**config.mk**
```make
export PLATFORM = sky130hd
export DESIGN_NAME = mem_arbiter
export DESIGN_NICKNAME = d
export VERILOG_FILES = /design/src/rtl/mem_arb_pkg.sv /design/src/rtl/mem_arb_req_buf.sv /design/src/rtl/mem_arbiter.sv
export VERILOG_INCLUDE_DIRS = /design/src /design/src/rtl
export SDC_FILE = /design/constraint.sdc
export NUM_CORES = 1
export LEC_CHECK = 0
export CORE_AREA = 2 2 291 293
export CTS_CLUSTER_DIAMETER = 50
export DETAILED_ROUTE_END_ITERATION = 10
export DIE_AREA = 0 0 293 295
export PLACE_DENSITY_LB_ADDON = 0.12
export RECOVER_POWER = 25
export SLEW_MARGIN = 20
export SYNTH_ARGS = -nofsm -noshare
export SYNTH_HDL_FRONTEND = slang
export SYNTH_SLANG_ARGS = --single-unit
```
**constraint.sdc**
```tcl
create_clock -name clock -period 8.34 [get_ports clock]
set_input_delay 1.251 -clock clock [delete_from_list [all_inputs] [get_ports clock]]
set_output_delay 1.251 -clock clock [all_outputs]
set_load 0.02 [all_outputs]
```
**src/rtl/config.sv**
```systemverilog
// DRAM geometry shared by the memory arbiter, its package and its bench.
// Address width, word width and words per block.
`ifndef MEM_CONFIG_SV
`define MEM_CONFIG_SV
`define DRAM_ADDRESS_SIZE 32
`define DRAM_WORD_SIZE 32
`define DRAM_BLOCK_SIZE 4
`endif

```
**src/rtl/mem_arb_pkg.sv**
```systemverilog
// Shared types for the icache/dcache DRAM arbiter.
// ARB_ROUND_ROBIN_EN selects the round-robin grant function.
`ifndef MEM_CONFIG_SV
`include "config.sv"
`endif

package mem_arb_pkg;

    localparam int ADDR_W  = `DRAM_ADDRESS_SIZE;
    localparam int BLOCK_W = `DRAM_WORD_SIZE * `DRAM_BLOCK_SIZE;
    localparam int DREQ_W  = 1 + ADDR_W + BLOCK_W;

    typedef enum logic [1:0] {
        IDLE,
        SERVE_I,
        SERVE_D
    } arb_state_t;

    typedef enum logic [1:0] {
        ARB_NONE,
        ARB_I,
        ARB_D
    } arb_grant_t;

`ifdef ARB_ROUND_ROBIN_EN
    // On a tie the requester not served most recently wins.
    function automatic arb_grant_t pick_grant(
        input logic i_pend,
        input logic d_pend,
        input logic last_d
    );
        if (i_pend && d_pend)
            return last_d ? ARB_I : ARB_D;
        else if (d_pend)
            return ARB_D;
        else if (i_pend)
            return ARB_I;
        return ARB_NONE;
    endfunction
`else
    function automatic arb_grant_t pick_grant(
        input logic i_pend,
        input logic d_pend
    );
        if (d_pend)
            return ARB_D;
        else if (i_pend)
            return ARB_I;
        return ARB_NONE;
    endfunction
`endif

endpackage

```
**src/rtl/mem_arb_req_buf.sv**
```systemverilog
// One-deep pending request buffer for a single arbiter client.
// A new request is taken when idle or in the cycle the old one retires.
module mem_arb_req_buf #(
    parameter int W = mem_arb_pkg::ADDR_W
) (
    input  logic         clock,
    input  logic         reset,
    input  logic         valid,
    input  logic [W-1:0] req,
    input  logic         clear,
    output logic         pending,
    output logic [W-1:0] held
);

    always_ff @(posedge clock or posedge reset) begin
        if (reset) begin
            pending <= 1'b0;
            held    <= '0;
        end else if (valid && (!pending || clear)) begin
            pending <= 1'b1;
            held    <= req;
        end else if (clear) begin
            pending <= 1'b0;
        end
    end

endmodule

```
**src/rtl/mem_arbiter.sv**
```systemverilog
// Arbitrates icache and dcache block requests onto one DRAM port.
// ARB_ROUND_ROBIN_EN: round-robin on ties, otherwise dcache priority.
`ifndef MEM_CONFIG_SV
`include "config.sv"
`endif

module mem_arbiter
    import mem_arb_pkg::*;
(
    input  logic               clock,
    input  logic               reset,
    input  logic [ADDR_W-1:0]  ic_mem_address,
    input  logic               ic_mem_valid,
    output logic [BLOCK_W-1:0] ic_mem_data,
    output logic               ic_mem_ready,
    input  logic [ADDR_W-1:0]  dc_mem_address,
    input  logic               dc_mem_valid,
    input  logic               dc_mem_rw,
    input  logic [BLOCK_W-1:0] dc_mem_wdata,
    output logic [BLOCK_W-1:0] dc_mem_data,
    output logic               dc_mem_ready,
    output logic [ADDR_W-1:0]  dram_address,
    output logic               dram_valid,
    output logic               dram_rw,
    output logic [BLOCK_W-1:0] dram_wdata,
    input  logic [BLOCK_W-1:0] dram_rdata,
    input  logic               dram_ready
);

    arb_state_t state;
    arb_state_t state_nxt;
    arb_grant_t grant;
    logic       first;

    logic              i_pend;
    logic              d_pend;
    logic [ADDR_W-1:0] i_addr;
    logic [DREQ_W-1:0] d_held;

    logic               d_rw;
    logic [ADDR_W-1:0]  d_addr;
    logic [BLOCK_W-1:0] d_wdata;

    assign {d_rw, d_addr, d_wdata} = d_held;

    mem_arb_req_buf #(.W(ADDR_W)) u_ibuf (
        .clock   (clock),
        .reset   (reset),
        .valid   (ic_mem_valid),
        .req     (ic_mem_address),
        .clear   (ic_mem_ready),
        .pending (i_pend),
        .held    (i_addr)
    );

    mem_arb_req_buf #(.W(DREQ_W)) u_dbuf (
        .clock   (clock),
        .reset   (reset),
        .valid   (dc_mem_valid),
        .req     ({dc_mem_rw, dc_mem_address, dc_mem_wdata}),
        .clear   (dc_mem_ready),
        .pending (d_pend),
        .held    (d_held)
    );

`ifdef ARB_ROUND_ROBIN_EN
    logic last_d;

    always_ff @(posedge clock or posedge reset) begin
        if (reset)
            last_d <= 1'b0;
        else if (state == IDLE && grant != ARB_NONE)
            last_d <= (grant == ARB_D);
    end

    assign grant = pick_grant(i_pend, d_pend, last_d);
`else
    assign grant = pick_grant(i_pend, d_pend);
`endif

    // first marks the single request cycle at the start of a service
    always_ff @(posedge clock or posedge reset) begin
        if (reset) begin
            state <= IDLE;
            first <= 1'b0;
        end else begin
            state <= state_nxt;
            first <= (state == IDLE) && (state_nxt != IDLE);
        end
    end

    always_comb begin
        state_nxt = state;
        unique case (state)
            IDLE: begin
                if (grant == ARB_D)
                    state_nxt = SERVE_D;
                else if (grant == ARB_I)
                    state_nxt = SERVE_I;
            end
            SERVE_I, SERVE_D: begin
                if (dram_ready)
                    state_nxt = IDLE;
            end
            default: state_nxt = IDLE;
        endcase
    end

    always_comb begin
        dram_valid   = first;
        dram_address = '0;
        dram_rw      = 1'b0;
        dram_wdata   = '0;
        ic_mem_ready = 1'b0;
        dc_mem_ready = 1'b0;
        unique case (1'b1)
            (state == SERVE_I): begin
                dram_address = i_addr;
                ic_mem_ready = dram_ready;
            end
            (state == SERVE_D): begin
                dram_address = d_addr;
                dram_rw      = d_rw;
                dram_wdata   = d_wdata;
                dc_mem_ready = dram_ready;
            end
            default: ;
        endcase
    end

    assign ic_mem_data = dram_rdata;
    assign dc_mem_data = dram_rdata;

endmodule

```
==> results.tsv, run 1 <==
metric	value	unit
M3 GR Usage	8.871	%
Post-Route WL	49800	um
clock sinks	198	
pwr dens	384.0	mW/mm^2
Leak	0.005879	uW
Placed Instance Area	0.01395	mm^2
# nets final	1328	
Tmin final	4711	ps
TritonCTS clock tree	done	
FILL cells	9097	
unrepaired setup endpoints after global routing	no	
Num CTS Buffers	17	
setup bufs post-CTS	0	
area share of the largest cell type after synthesis	44.27	%
flops & latches, synth	198	
fraction of layout cells with a size suffix above 1	23.54	%
TritonRoute pass-1 iters	4	
clock slew at reported path FFs	90	ps
io pins	746	
starting density of the core	13.46	%
Syn Nets	1242	
placed cells	2059	
Finished Cell Area	0.01459	mm^2
Clock Latency Late Sink	480	ps
GRT overflow	0	
Core Footprint	0.08316	mm^2
Yosys warnings	0	
CTS H-Tree Depth	4	
GP Congestion	0.6714	
# hold bufs at CTS	0	
maxcap violations	0	
global-route wire length before repair	66410	um
Max Slew Vio Count	0	
cell taking the most area after synthesis	dfrtp_1	
Layout Cells excl Fill	2094	
fin crit share	56.48	%
final setup fails	0	
CP required	7090	ps
via-per-instance ratio	3.218	
Synth Cell Area	0.01119	mm^2
startpoint types	register	
busiest metal layer after global routing	met2	
Detail Route Antenna Nets	0	
Pwr Total	5603	uW
Total Routing Usage GR	11.27	%
Die Y	295	um
Hold Violations, Final	0	
vias in the first global route	7462	
status	completed	
Hold Path Class	reg2reg	
Clock Tree Root	clkbuf_16	
per-cell routed wire length	23.78	um
chip width	293	um
register area	0.004955	mm^2
Via Count	6738	
clk buf depth	2	
M1 GR Usage	9.680	%
row count	106	
post-cts sizing count	0	
Worst-Margin Slew	1302	ps
setup tns final	0	ps
post-DP HPWL	37960	um
initial drt markers	192	
CP Capture Type	output pin	
relative slew slack	13.22	%
Layout Area Growth over Synthesis	30.37	%
initial antenna violation count	7	
Multi-input gate area	0.003951	mm^2
Avg Cell Area, Syn	12.27	um^2
FMAX	212.3	MHz
Seq/Total Area, Yosys	44.27	%
CP Data Arrival Time	3460	ps
CP Class	reg2out	
largest net degree at the start of global routing	106	
Gate Count Post-Synth	912	
Crit Path Max Fanout	84	
synth top area cells	dfrtp_1 (44%), buf_4 (18%), mux2_4 (12%)	
Final Util	17.55	%
GRT met2 Usage	19.46	%
PortBufs	361	
die area	0.08644	mm^2
Post-route DRC	0	
Netlist cell types	21	
Worst VDD drop	0.1424	mV
Fin Clk Skew	15.17	ps
## cells by family (layout without fill, tap and decap cells)
kind of cell	count (synthesis)	after routing	share of synthesized area, %
AO/OA/AOI/OAI	39	39	2.571
adder cells (fa/ha/maj)	4	4	0.4472
buffers and inverters	305	404	20.64
flip-flops	198	198	44.27
multiplexers	193	193	22.44
other	0	3	0
AND/OR/NAND/NOR	173	173	9.637
## worst paths after layout
path / end / slack [ps] / depth (start not counted) / from
min in group asynchronous: u_dbuf.held[101]$_DFFE_PP0P_ / 1440 / 2 / reset
max in group asynchronous: u_dbuf.held[145]$_DFFE_PP0P_ / 5470 / 3 / reset
hold / removal: u_dbuf.held[64]$_DFFE_PP0P_ / 500 / 1 / u_dbuf.held[64]$_DFFE_PP0P_
hold reg to reg: u_dbuf.held[64]$_DFFE_PP0P_ / 500 / 1 / u_dbuf.held[64]$_DFFE_PP0P_
setup reg to reg: u_dbuf.held[73]$_DFFE_PP0P_ / 4520 / 7 / state[0]$_DFF_PP0_
setup / recovery: dram_address[31] / 3630 / 6 / state[0]$_DFF_PP0_
## state kept, by name, summed over array words and instances (netlist names)
| name | count |
|---|---|
| u_ibuf.pending | 1 |
| dram_valid | 1 |
| u_dbuf.held | 161 |
| u_ibuf.held | 32 |
| state | 2 |
| u_dbuf.pending | 1 |
## metrics by stage
stage                     worst slack, ps  hold slack (ps)
final                                3629            502.5
after global routing                 3355            518.6
after CTS                            3464            507.2
after detailed placement             4055            483.1
after global placement               4025            481.2
after floorplan                      1692            470.4
## worst max-delay path, cell delays in order (launching register included)
cell,delay (ps)
dfrtp_1,440
inv_1,140
ha_4,450
buf_4,720
a22oi_1,200
nor2b_1,280
clkdlybuf4s50_1,650
## layout make-up
| type | instances | share of cell area [%] |
|---|---|---|
| clock buffer | 17 | 2.915 |
| timing repair buffer | 368 | 25.12 |
| tap | 1080 | 9.261 |
| antenna | 3 | 0.05145 |
| clock inverter | 15 | 1.458 |
| multi-input combinational | 409 | 27.08 |
| inverter | 4 | 0.1543 |
| sequential | 198 | 33.96 |
## cell usage in the layout, fill, tap and decap left out, types with 3 or more instances in the layout
cell	synthesis	routed
a21oi_1	3	3
inv_8	0	4
nand2b_1	3	3
inv_12	0	3
ha_1	4	3
buf_4	264	7
a22oi_1	32	32
clkinv_8	0	4
clkbuf_16	0	17
and2_1	131	131
mux2_2	103	103
nor2b_1	34	34
clkdlybuf4s50_1	0	359
inv_6	0	3
dfrtp_1	198	198
diode_2	0	3
inv_1	4	3
mux2_4	90	90
## cell usage after synthesis
master    instances
and2_1          131
nor2b_1          34
nand2_1           3
a21bo_2           2
mux2_4           90
ha_1              4
nand2_4           1
mux2_2          103
inv_1             4
nand2b_1          3
a22oi_1          32
buf_2             3
nor3_1            1
buf_4           264
o211ai_1          1
clkbuf_1         23
o21ai_0           1
buf_6             1
dfrtp_1         198
a21oi_1           3
buf_12           10
## power breakdown
group	internal (uW)	switching, uW
clock	444	498
sequential	1440	246
combinational	1580	1390
## routing by layer
| layer | routed length [um] | part of all wire (%) |
|---|---|---|
| met1 | 14740 | 30 |
| met2 | 25120 | 50 |
| met3 | 8331 | 17 |
| met4 | 1574 | 3.2 |
| met5 | 40 | 0.080 |
(Power assumes the default switching activity.)
==> inputs of run 2 (changes only) <==
Settings changed: CORE_AREA 2 2 291 293 to 2 2 290 292, DIE_AREA 0 0 293 295 to 0 0 292 294.
Clock period 8.34 ns to 4.2 ns, I/O delays scaled along.
==> run 2 against run 1 <==
Net effect:
- the flow now finishes with violations (max-capacitance violations, max-slew violations)
- largest cell class unchanged
- total power is 98% higher
- clock skew is 8.6 ps higher
- register-to-register slack worse by 3100 ps
- critical path type unchanged
- final area is 0.31% higher
- sequential power is 99% higher
- critical endpoint is now dram_address[29]
- cell count stayed put
- die area is 0.68% lower
- combinational power is 98% higher
- wire length is 4.3% lower
==> results.tsv, run 2 (synthesis results as in run 1) <==
metric	value	unit
Reg with most FFs	u_dbuf.held	
Worst Reg-to-Reg Cells	6	
via-per-instance ratio	3.196	
CP Capture Type	output pin	
Worst-Margin Slew	2633	ps
Hold Crit Depth	1	
Worst Path Buf+Inv	3	
CP Class	reg2out	
PortBufs	361	
chip width	292	um
post-cts sizing count	0	
# hold bufs at CTS	0	
Hold Path Class	reg2reg	
M1 GR Usage	9.231	%
row count	106	
post-DP HPWL	36100	um
GRT overflow	0	
fraction of layout cells with a size suffix above 1	23.77	%
pwr dens	758.8	mW/mm^2
TritonCTS clock tree	done	
fin crit share	83.10	%
Die Y	294	um
initial drt markers	156	
starting density of the core	13.50	%
GRT met2 Usage	18.66	%
Post-Route WL	47660	um
Largest register FFs	161	
io pins	746	
CTS H-Tree Depth	4	
FMAX	286.5	MHz
commonest cells after routing, fill and taps aside	clkdlybuf4s50_1 (360), dfrtp_1 (198), and2_1 (131), mux2_2 (103), mux2_4 (90)	
per-cell routed wire length	22.76	um
diodes inserted	0	
Leak	0.005898	uW
Hold Violations, Final	0	
Post-route DRC	0	
failing checks	max-capacitance violations, max-slew violations	
CP max-delay cell	clkdlybuf4s50_1	
startpoint types	register	
vias in the first global route	7513	
Total Routing Usage GR	10.85	%
CP Data Arrival Time	2860	ps
global-route wire length before repair	64190	um
FILL cells	9081	
largest net degree at the start of global routing	109	
leading cell type in the layout, fill and taps excluded	clkdlybuf4s50_1	
# nets final	1331	
Clock Tree Root	clkbuf_16	
final setup fails	0	
clock sinks	198	
unrepaired setup endpoints after global routing	no	
Pwr Total	11110	uW
Tmin final	3490	ps
Layout Area Growth over Synthesis	30.78	%
CP top delay family	buffers and inverters	
relative slew slack	-75.54	%
largest stage delay on the critical path	670	ps
Clock Latency Late Sink	500	ps
Core Footprint	0.08289	mm^2
Detail Route Antenna Nets	0	
die area	0.08585	mm^2
Crit Path Max Fanout	67	
GP Congestion	0.7003	
clk buf depth	2	
TritonRoute pass-1 iters	4	
clock slew at reported path FFs	100	ps
status	finished, violations left	
setup bufs post-CTS	0	
setup tns final	0	ps
initial antenna violation count	9	
CP Depth	6	
biggest regs	u_dbuf.held x161, u_ibuf.held x32, state x2	
maxcap violations	1	
CP required	3570	ps
Fin Clk Skew	23.82	ps
Via Count	6693	
M3 GR Usage	8.958	%
Max Slew Vio Count	91	
cells along the critical path	inv_1, ha_4, buf_12, a22oi_1, nor2b_1, clkdlybuf4s50_1	
Num CTS Buffers	17	
Worst VDD drop	0.2592	mV
busiest metal layer after global routing	met2	
[run 2: path summary, 6_finish.rpt]
path / to / slack, ps / start
max: dram_address[29] / 710 / state[0]$_DFF_PP0_
min: u_dbuf.held[127]$_DFFE_PP0P_ / 500 / u_dbuf.held[127]$_DFFE_PP0P_
max reg2reg: u_dbuf.held[126]$_DFFE_PP0P_ / 1460 / state[0]$_DFF_PP0_
min reg2reg: u_dbuf.held[127]$_DFFE_PP0P_ / 500 / u_dbuf.held[127]$_DFFE_PP0P_
max in group asynchronous: u_dbuf.held[125]$_DFFE_PP0P_ / 950 / reset
min in group asynchronous: u_dbuf.held[23]$_DFFE_PP0P_ / 830 / reset
[run 2: layer usage]
metal,vias to the layer above,part of all wire [%]
li1,2913,-
met1,3186,30
met2,496,50
met3,82,17
met4,16,2.5
met5,-,0.22
[run 2: stage by stage]
stage	utilization, %	hold WS (ps)	worst slack (ps)	area, um^2	cells
CTS	17.68	507.1	603.5	14650	2094
global route	17.66	519.9	411.3	14640	2094
floorplan	-	470.4	1010	11200	912
global placement	16.92	480.4	1141	14030	2062
detailed placement	16.92	483.8	1120	14030	2062
finish	17.66	502.1	709.8	14640	2094
[run 2: area by class of cell]
type	instances	area, um^2	share of cell area (%)
flip-flops and latches	198	4955	33.85
multi-input cells	409	3951	27.00
repair buffers	371	3736	25.53
inverters	4	16.27	0.1111
well taps	1080	1351	9.232
clock inverters	14	187.7	1.282
clock buffers	18	439.2	3.001
[run 2: power breakdown]
group / switching (uW) / total (uW) / internal, uW / leakage, uW
Combinational: 2730 / 5890 / 3160 / 0.00325
Sequential: 507 / 3370 / 2870 / 0.00234
Clock: 1000 / 1840 / 840 / 0.000303
Total: 4240 / 11100 / 6870 / 0.00590
[run 2: worst register-to-register path, cell delays in order (launching register included)]
cell	delay (ps)
dfrtp_1	450
inv_1	120
ha_4	290
a21bo_2	310
nand2_8	440
buf_12	570
mux2_2	470
